File: src/rtl/debug_controller.sv
// UART-driven run/step/dump sequencer for the 5-stage MIPS pipeline.
// Optional macro CYCLE_SAT_EN: cycle counter saturates instead of wrapping.
module debug_controller #(
    parameter int         CYCLE_W  = 32,
    parameter int         NUM_REGS = 32,
    parameter logic [7:0] CMD_RUN  = 8'h63,
    parameter logic [7:0] CMD_STEP = 8'h73,
    parameter logic [7:0] CMD_HALT = 8'h68,
    parameter logic [7:0] CMD_DUMP = 8'h64
) (
    input  logic        i_clk,
    input  logic        i_rst_n,
    input  logic [7:0]  i_rx_data,
    input  logic        i_rx_valid,
    input  logic        i_tx_busy,
    output logic [7:0]  o_tx_data,
    output logic        o_tx_start,
    input  logic        i_halt_in,
    input  logic [31:0] i_pc_in,
    output logic [4:0]  o_dbg_reg_addr,
    input  logic [31:0] i_dbg_reg_data,
    output logic        o_pipe_en,
    output logic        o_running,
    output logic [2:0]  o_state
);

    // Handshake: o_tx_start is a one-cycle pulse issued only when i_tx_busy=0;
    // o_tx_data stays put until the next load. i_rx_valid is a one-cycle strobe.
    typedef enum logic [2:0] {
        S_IDLE    = 3'd0,
        S_RUN     = 3'd1,
        S_STEP    = 3'd2,
        S_TX_LOAD = 3'd3,
        S_TX_WAIT = 3'd4
    } state_t;

    localparam int                 FRAME_LEN = 9 + 4 * NUM_REGS;
    localparam logic [7:0]         LAST_IDX  = 8'(FRAME_LEN - 1);
    localparam logic [CYCLE_W-1:0] CNT_MAX   = '1;

    state_t             r_state;
    logic               r_pipe_en;
    logic               r_running;
    logic               r_tx_start;
    logic [7:0]         r_tx_data;
    logic [4:0]         r_dbg_reg_addr;
    logic [CYCLE_W-1:0] r_cycle_cnt;
    logic [31:0]        r_pc_snap;
    logic [31:0]        r_cnt_snap;
    logic [7:0]         r_idx;
    logic [1:0]         r_guard;

    logic [CYCLE_W-1:0] w_cnt_next;
    logic [7:0]         w_idx_m1;
    logic [7:0]         w_next_idx;
    logic [7:0]         w_next_off;
    logic [31:0]        w_word;
    logic [7:0]         w_byte;

    // Every field after the header byte is a 32-bit word sent LSB first,
    // so the byte lane is simply (index-1) mod 4.
    always_comb begin
        w_idx_m1   = r_idx - 8'd1;
        w_next_idx = r_idx + 8'd1;
        w_next_off = w_next_idx - 8'd9;
        w_word     = i_dbg_reg_data;
        if (r_idx < 8'd5) begin
            w_word = r_pc_snap;
        end else if (r_idx < 8'd9) begin
            w_word = r_cnt_snap;
        end
        case (w_idx_m1[1:0])
            2'd0:    w_byte = w_word[7:0];
            2'd1:    w_byte = w_word[15:8];
            2'd2:    w_byte = w_word[23:16];
            default: w_byte = w_word[31:24];
        endcase
        if (r_idx == 8'd0) begin
            w_byte = 8'hA5;
        end
    end

`ifdef CYCLE_SAT_EN
    assign w_cnt_next = (r_cycle_cnt == CNT_MAX) ? r_cycle_cnt : r_cycle_cnt + 1'b1;
`else
    assign w_cnt_next = r_cycle_cnt + 1'b1;
`endif

    always_ff @(posedge i_clk or negedge i_rst_n) begin
        if (!i_rst_n) begin
            r_cycle_cnt <= '0;
        end else if (r_pipe_en) begin
            r_cycle_cnt <= w_cnt_next;
        end
    end

    always_ff @(posedge i_clk or negedge i_rst_n) begin
        if (!i_rst_n) begin
            r_state        <= S_IDLE;
            r_pipe_en      <= 1'b0;
            r_running      <= 1'b0;
            r_tx_start     <= 1'b0;
            r_tx_data      <= 8'h00;
            r_dbg_reg_addr <= 5'd0;
            r_pc_snap      <= 32'h0;
            r_cnt_snap     <= 32'h0;
            r_idx          <= 8'd0;
            r_guard        <= 2'd0;
        end else begin
            r_tx_start <= 1'b0;
            case (r_state)
                S_IDLE: begin
                    if (i_rx_valid) begin
                        if ((i_rx_data == CMD_RUN) && !i_halt_in) begin
                            r_state   <= S_RUN;
                            r_pipe_en <= 1'b1;
                            r_running <= 1'b1;
                        end else if ((i_rx_data == CMD_STEP) && !i_halt_in) begin
                            r_state   <= S_STEP;
                            r_pipe_en <= 1'b1;
                        end else if (i_rx_data == CMD_DUMP) begin
                            r_state        <= S_TX_LOAD;
                            r_pc_snap      <= i_pc_in;
                            r_cnt_snap     <= 32'(r_cycle_cnt);
                            r_idx          <= 8'd0;
                            r_dbg_reg_addr <= 5'd0;
                        end
                    end
                end
                S_RUN: begin
                    if ((i_rx_valid && (i_rx_data == CMD_HALT)) || i_halt_in) begin
                        r_state   <= S_IDLE;
                        r_pipe_en <= 1'b0;
                        r_running <= 1'b0;
                    end
                end
                S_STEP: begin
                    r_state   <= S_IDLE;
                    r_pipe_en <= 1'b0;
                end
                S_TX_LOAD: begin
                    if (!i_tx_busy) begin
                        r_tx_data  <= w_byte;
                        r_tx_start <= 1'b1;
                        r_guard    <= 2'd2;
                        r_state    <= S_TX_WAIT;
                    end
                end
                S_TX_WAIT: begin
                    // Busy is blind for the pulse cycle and the one after it.
                    if (r_guard != 2'd0) begin
                        r_guard <= r_guard - 2'd1;
                    end else if (!i_tx_busy) begin
                        if (r_idx == LAST_IDX) begin
                            r_state <= S_IDLE;
                        end else begin
                            r_idx   <= w_next_idx;
                            r_state <= S_TX_LOAD;
                            if (w_next_idx >= 8'd9) begin
                                r_dbg_reg_addr <= w_next_off[6:2];
                            end
                        end
                    end
                end
                default: begin
                    r_state <= S_IDLE;
                end
            endcase
        end
    end

    assign o_pipe_en      = r_pipe_en;
    assign o_running      = r_running;
    assign o_tx_start     = r_tx_start;
    assign o_tx_data      = r_tx_data;
    assign o_dbg_reg_addr = r_dbg_reg_addr;
    assign o_state        = r_state;

endmodule
File: config.mk
export PLATFORM = sky130hd
export DESIGN_NAME = debug_controller
export DESIGN_NICKNAME = d
export VERILOG_FILES = /design/src/rtl/debug_controller.sv
export SDC_FILE = /design/constraint.sdc
export NUM_CORES = 1
export LEC_CHECK = 0
export CORE_MARGIN = 2
export CORE_UTILIZATION = 30
export CTS_BUF_LIST = sky130_fd_sc_hd__clkbuf_16
export CTS_CLUSTER_DIAMETER = 60
export DETAILED_ROUTE_END_ITERATION = 10
export MAX_ROUTING_LAYER = met4
export SLEW_MARGIN = 10
export SYNTH_ARGS = -nofsm -noshare
export SYNTH_HDL_FRONTEND = slang
export SYNTH_SLANG_ARGS = --single-unit
File: constraint.sdc
create_clock -name i_clk -period 2.8 [get_ports i_clk]
set_input_delay 0.28 -clock i_clk [delete_from_list [all_inputs] [get_ports i_clk]]
set_output_delay 0.28 -clock i_clk [all_outputs]
set_load 0.02 [all_outputs]
## Yosys cells after proc, flatten, opt, wreduce, memory -nomap -nowiden

Cells that the tools add are included.

- Word-level logic and storage cells: 112
- Input port bits: 77
- Output and inout bits: 19
- Flip-flop bits (word level): 125

- Reductions and logical operators: 21
- Eq/ne operators: 25
- Muxes and demuxes: 44
- $add $sub $neg: 5
- Order comparisons: 3
- Bitwise gates (word level): 3

Operator list:

| cell | count |
|---|---|
| two-way mux 32 bit | 2 |
| two-way mux 8 bit | 8 |
| two-way mux 5 bit | 8 |
| adder 32 x 1 -> 32 bit (second input constant) | 1 |
| equality test 8 x 7 -> 1 bit (second input constant) | 4 |
| two-way mux 3 bit | 8 |
| inequality test 2 bit (second input constant) | 12 |
| case mux 8 bit (3 select lines) | 1 |
| case mux 8 bit (2 select lines) | 1 |
| case mux 3 bit (4 select lines) | 1 |
| case mux 5 bit (2 select lines) | 1 |
| AND reduction 9 bit | 1 |
| adder 8 x 1 -> 8 bit (second input constant) | 1 |
| equality test 8 bit (second input constant) | 1 |
| greater-or-equal comparator 8 x 4 -> 1 bit (second input constant) | 1 |
| logical NOT 8 bit | 1 |
| < comparator 8 x 3 -> 1 bit (second input constant) | 1 |
| < comparator 8 x 4 -> 1 bit (second input constant) | 1 |
| two-way mux 1 bit | 8 |
| AND reduction 4 bit | 2 |
| AND reduction 8 bit | 1 |
| nonzero test 2 bit | 4 |
| subtractor 7 x 4 -> 7 bit (second input constant) | 1 |
| equality test 3 x 2 -> 1 bit (second input constant) | 2 |
| 22 further kinds | 29 |

## Logic depth before layout (Yosys ltp)

- Depth after elaboration: 7
- Mapped depth: 11
- Gate-level depth less buffers: 8

## Worst setup path before layout

Ideal clock, no wire load.

- Path kind: reg2reg
- Start point: register r_idx[0]
- End point: register r_dbg_reg_addr[2] (netlist: o_dbg_reg_addr[2])
- Cell stages (with the launch flop): 11
- Clock period less this slack: 2410 ps
- Data arrival time: 2285 ps
- Path slack: 390 ps
- Cell sequence: dfrtp_1 -> clkbuf_1 -> inv_1 -> ha_1 -> nand2b_1 -> clkbuf_1 -> o31a_1 -> o21ai_1 -> buf_2 -> a31oi_4 -> mux2_2

- Cells in the longest elaborated chain, start to end: 7
- Elaborated cells on any way between the ends: 12

RTL lines:

| what | line | source |
|---|---|---|
| start: declaration | 50 | `logic [7:0] r_idx;` |
| start signal: assignment | 157 | `r_idx <= w_next_idx;` |
| adder 8 x 1 -> 8 bit | 64 | `w_next_idx = r_idx + 8'd1;` |
| subtractor 7 x 4 -> 7 bit | 65 | `w_next_off = w_next_idx - 8'd9;` |
| two-way mux 5 bit | 159 | `if (w_next_idx >= 8'd9) begin` |
| two-way mux 5 bit | 154 | `if (r_idx == LAST_IDX) begin` |
| two-way mux 5 bit | 153 | `end else if (!i_tx_busy) begin` |
| two-way mux 5 bit | 151 | `if (r_guard != 2'd0) begin` |
| case mux 5 bit (2 select lines) | 111 | `case (r_state)` |
| end signal: assignment | 160 | `r_dbg_reg_addr <= w_next_off[6:2];` |
| end: declaration | 46 | `logic [4:0] r_dbg_reg_addr;` |

Parallel ways exist; a longest one is shown, timed or not. The select of a mux whose other input is x is not followed.
A chain may end at the register's enable or synchronous reset.

## Worst setup path after layout

- Start point: register r_idx[0]
- End point: register r_tx_data[1] (netlist: o_tx_data[1])

- Cells in the longest elaborated chain, start to end: 5
- Elaborated cells on any way between the ends: 11

RTL lines:

| what | line | source |
|---|---|---|
| < comparator 8 x 4 -> 1 bit | 69 | `end else if (r_idx < 8'd9) begin` |
| two-way mux 32 bit | 69 |  |
| two-way mux 32 bit | 67 | `if (r_idx < 8'd5) begin` |
| case mux 8 bit (3 select lines) | 72 | `case (w_idx_m1[1:0])` |
| two-way mux 8 bit * | 78 | `if (r_idx == 8'd0) begin` |
| end signal: assignment | 143 | `r_tx_data <= w_byte;` |
| end: declaration | 45 | `logic [7:0] r_tx_data;` |

Every way passes the cells marked *; elsewhere a longest branch is shown, timed or not.

==> impl_metrics.tcl <==
set metrics [dict create \
    number_of_global_route_vias_before_repair 5129 \
    synth_most_common_cell "dfrtp_1" \
    final_layout_size_suffix_gt1_share_pct 18.1 \
    crit_path_end_kind "flop" \
    cts_max_level 4 \
    max_cap_violations 0 \
    setup-tns-final_ns 0 \
    via_count 5186 \
    number_of_failing_hold_endpoints_at_the_final_stage 0 \
    routed_wire_length_per_instance_microns 16.8 \
    r2r-start "r_idx[0]$_DFFE_PN0P_" \
    layout_worst_path_cycle_share_pct 87.9 \
    hold_path_class "input port to async pin" \
    static-leakage-power_nw 3.76 \
    drc 0 \
    antenna_found_initial 0 \
    crit_chain "inv_1, ha_1, nand2b_1, a21oi_4, mux2i_1, nor2_1, nor4_1, o41ai_1" \
    worst_path_largest_cell_delay_ns 0.50 \
    tritoncts "yes" \
    postRouteWirelength_mm 17.2 \
    synth.top_cell.area_share_pct 47.9 \
    final_design_area_no_fill_sq_um 8440 \
    source_to_sink_clock_delay_at_the_later_pin_of_the_worst_skew_pair_ns 0.41 \
    die_x_microns 152 \
    setup.worst_path.class "flop to flop" \
    setup_viol 0 \
    ys_dominant_reg_cell "dfrtp_1" \
    detailedRoute.firstPassIterationCount 5 \
    slew_violations 0 \
    crit_buf_inv 1 \
    cts_setup_buffers 0 \
    worst_hold_check_slack_ns 0.460 \
    synth_async_sr_flop_share_pct 100 \
    cts_root_buffer "clkbuf_16" \
    worst_slew_margin_rel_pct 50.7 \
    die_h_microns 152 \
    post-place-cells 990 \
    cell_variety_after_synth 63 \
    core.rowCount 53 \
    yosys_warnings 0 \
    synth.largest_area_cell "dfrtp_1" \
    critical_path.top_delay_family "compound AO/OA/AOI/OAI gates" \
    reg2reg_to "o_tx_data[1]$_DFFE_PN0P_" \
    synth_nets 713 \
    p_per_cell_area_nw_per_um2 635 \
    first_pass_grt_wire_length_mm 27.6 \
    maxClockFrequency_mhz 406 \
    largest_net_degree_at_the_start_of_global_routing 52 \
    detail_route.iter0.violations 297 \
    vdd_ir_drop_max_mv 0.344 \
    initial_utilization_pct 30.8 \
    cts.clk_slew.worst_paths_ns 0.06 \
    synth_area_sq_um 6540 \
    fin_skew_ns 0.00767 \
    post_synth_main_area_contributors "dfrtp_1, mux2_2, nor2_1" \
    finalWorstPathRequiredPeriod_ns 2.46 \
    groute.usage.overall_pct 16.1 \
    synth-edff-count 0 \
    r2r.worst_path.cells 8 \
    hpwlAfterDp_mm 12.6 \
    cp.required_ns 3.08 \
    core_area_sq_um 21200 \
    syn_area_per_cell_sq_um 10.4 \
    globalplace.congestion 0.836 \
    ioPinCount 96 \
    worstPathMaxFanout 16 \
    yosys_register_bits 125 \
    final_std_cells_w_o_fill 1020 \
    dieArea_sq_um 23000 \
    cts.sink_count 125 \
    worst-endpoint-arrival_ns 2.74 \
    status "complete, no violations" \
    grt_overflow_total 0 \
    max_slew.worst_pin.slew_ns 0.739 \
    syn2layout_area_growth_pct 29.2 \
    critPathLaunchType "flop" \
    via_per_inst 5.08 \
    critical-path-slowest-cell "a21oi_4" \
    synthesis.instances 629 \
    numCtsBuffers 17 \
    number_of_antenna_cells_inserted 0 \
    final_nets 819 \
    r2r_slack_ns 0.34 \
    count_of_buffers_from_port_buffering 95 \
    rsz_0062_raised_after_global_routing "no" \
    place_area_sq_um 7900 \
    synth_top_cells_by_count "dfrtp_1, mux2_2, nor2_1, nand2_1, o21ai_0" \
    antenna_left 0 \
    clock_path_buffers 2 \
    seq_area_frac_synth_pct 47.9 \
]
-- cells by family after synthesis --
| group | Yosys count | synth area share (%) |
|---|---|---|
| DFF | 125 | 47.9 |
| adders and majority gates | 7 | 1.34 |
| and+or+nand+nor | 198 | 14.9 |
| AOI/OAI and AO/OA | 124 | 13.2 |
| muxes | 83 | 14.1 |
| xor gates and xnor gates | 35 | 4.69 |
| buffers and inverters | 57 | 3.94 |
-- cell usage in the layout, fill, tap and decap left out, types with 5 or more instances in the layout --
| cell type | count |
|---|---|
| dfrtp_1 | 125 |
| clkdlybuf4s50_1 | 94 |
| mux2_2 | 70 |
| nor2_1 | 58 |
| nand2_1 | 48 |
| o21ai_0 | 31 |
| buf_4 | 27 |
| nand3_1 | 24 |
| xnor2_1 | 21 |
| inv_1 | 19 |
| nor3_1 | 18 |
| a21oi_1 | 18 |
| clkbuf_16 | 17 |
| xor2_1 | 14 |
| a31oi_1 | 13 |
| mux2i_1 | 13 |
| o31ai_1 | 12 |
| a222oi_1 | 8 |
| and3_1 | 7 |
| ha_1 | 7 |
| a211oi_1 | 5 |
| or3_1 | 5 |
| a22o_1 | 5 |
| clkinv_2 | 5 |
-- flip-flops by register name (all words and copies together), names as in the netlist --
signal / count
o_dbg_reg_addr: 5
o_pipe_en: 1
o_running: 1
o_state: 3
o_tx_data: 8
o_tx_start: 1
r_cnt_snap: 32
r_cycle_cnt: 32
r_guard: 2
r_idx: 8
r_pc_snap: 32
-- cell type report --
type,count,area [sq um]
clock inverter,12,108
clock buffer,17,425
fill,2070,12800
sequential,125,3130
multi-input combinational,447,3150
inverter,19,71.3
timing repair buffer,125,1210
tap,275,344
-- power breakdown --
part / total (mW) / internal, mW / switching (mW)
registers: 2.09 / 1.96 / 0.138
logic: 1.25 / 0.573 / 0.672
clock network: 2.02 / 1.27 / 0.752
-- stage by stage --
step           util, %  setup slack, ns  power, mW
2_1_floorplan        -            0.390       2.77
3_3_place_gp      37.2            0.198       3.36
3_5_place_dp      37.2            0.159       3.37
4_1_cts           39.8            0.326       5.41
5_1_grt           39.8            0.135       5.64
6_report          39.8            0.337       5.36
-- per-layer routing --
layer	up-vias	GRT usage (%)	part of all wire, %
met5	-	-	0
met4	0	5.19	2.1
met3	26	3.38	4.7
met2	130	25.1	48
met1	2533	21.0	45
li1	2497	-	-
-- worst max path at each step --
stage,startpoint,end,slack [ns],cells past startpoint
2_1_floorplan,r_idx[0]$_DFFE_PN0P_,o_dbg_reg_addr[2]$_DFFE_PN0P_,0.39,10
3_3_place_gp,i_rx_data[1],r_pc_snap[8]$_DFFE_PN0P_,0.20,6
3_5_place_dp,i_rx_data[1],r_idx[5]$_DFFE_PN0P_,0.16,7
4_1_cts,r_idx[1]$_DFFE_PN0P_,r_idx[5]$_DFFE_PN0P_,0.33,7
5_1_grt,r_idx[1]$_DFFE_PN0P_,o_tx_data[3]$_DFFE_PN0P_,0.14,8
6_report,r_idx[0]$_DFFE_PN0P_,o_tx_data[1]$_DFFE_PN0P_,0.34,8
-- what timing repair did --
item | CTS | global route
hold endpoints to repair | 49 | 0
hold buffers | 1 | 0
gates resized for setup | 0 | 0
Note: power is estimated with default switching activity, not from simulation.
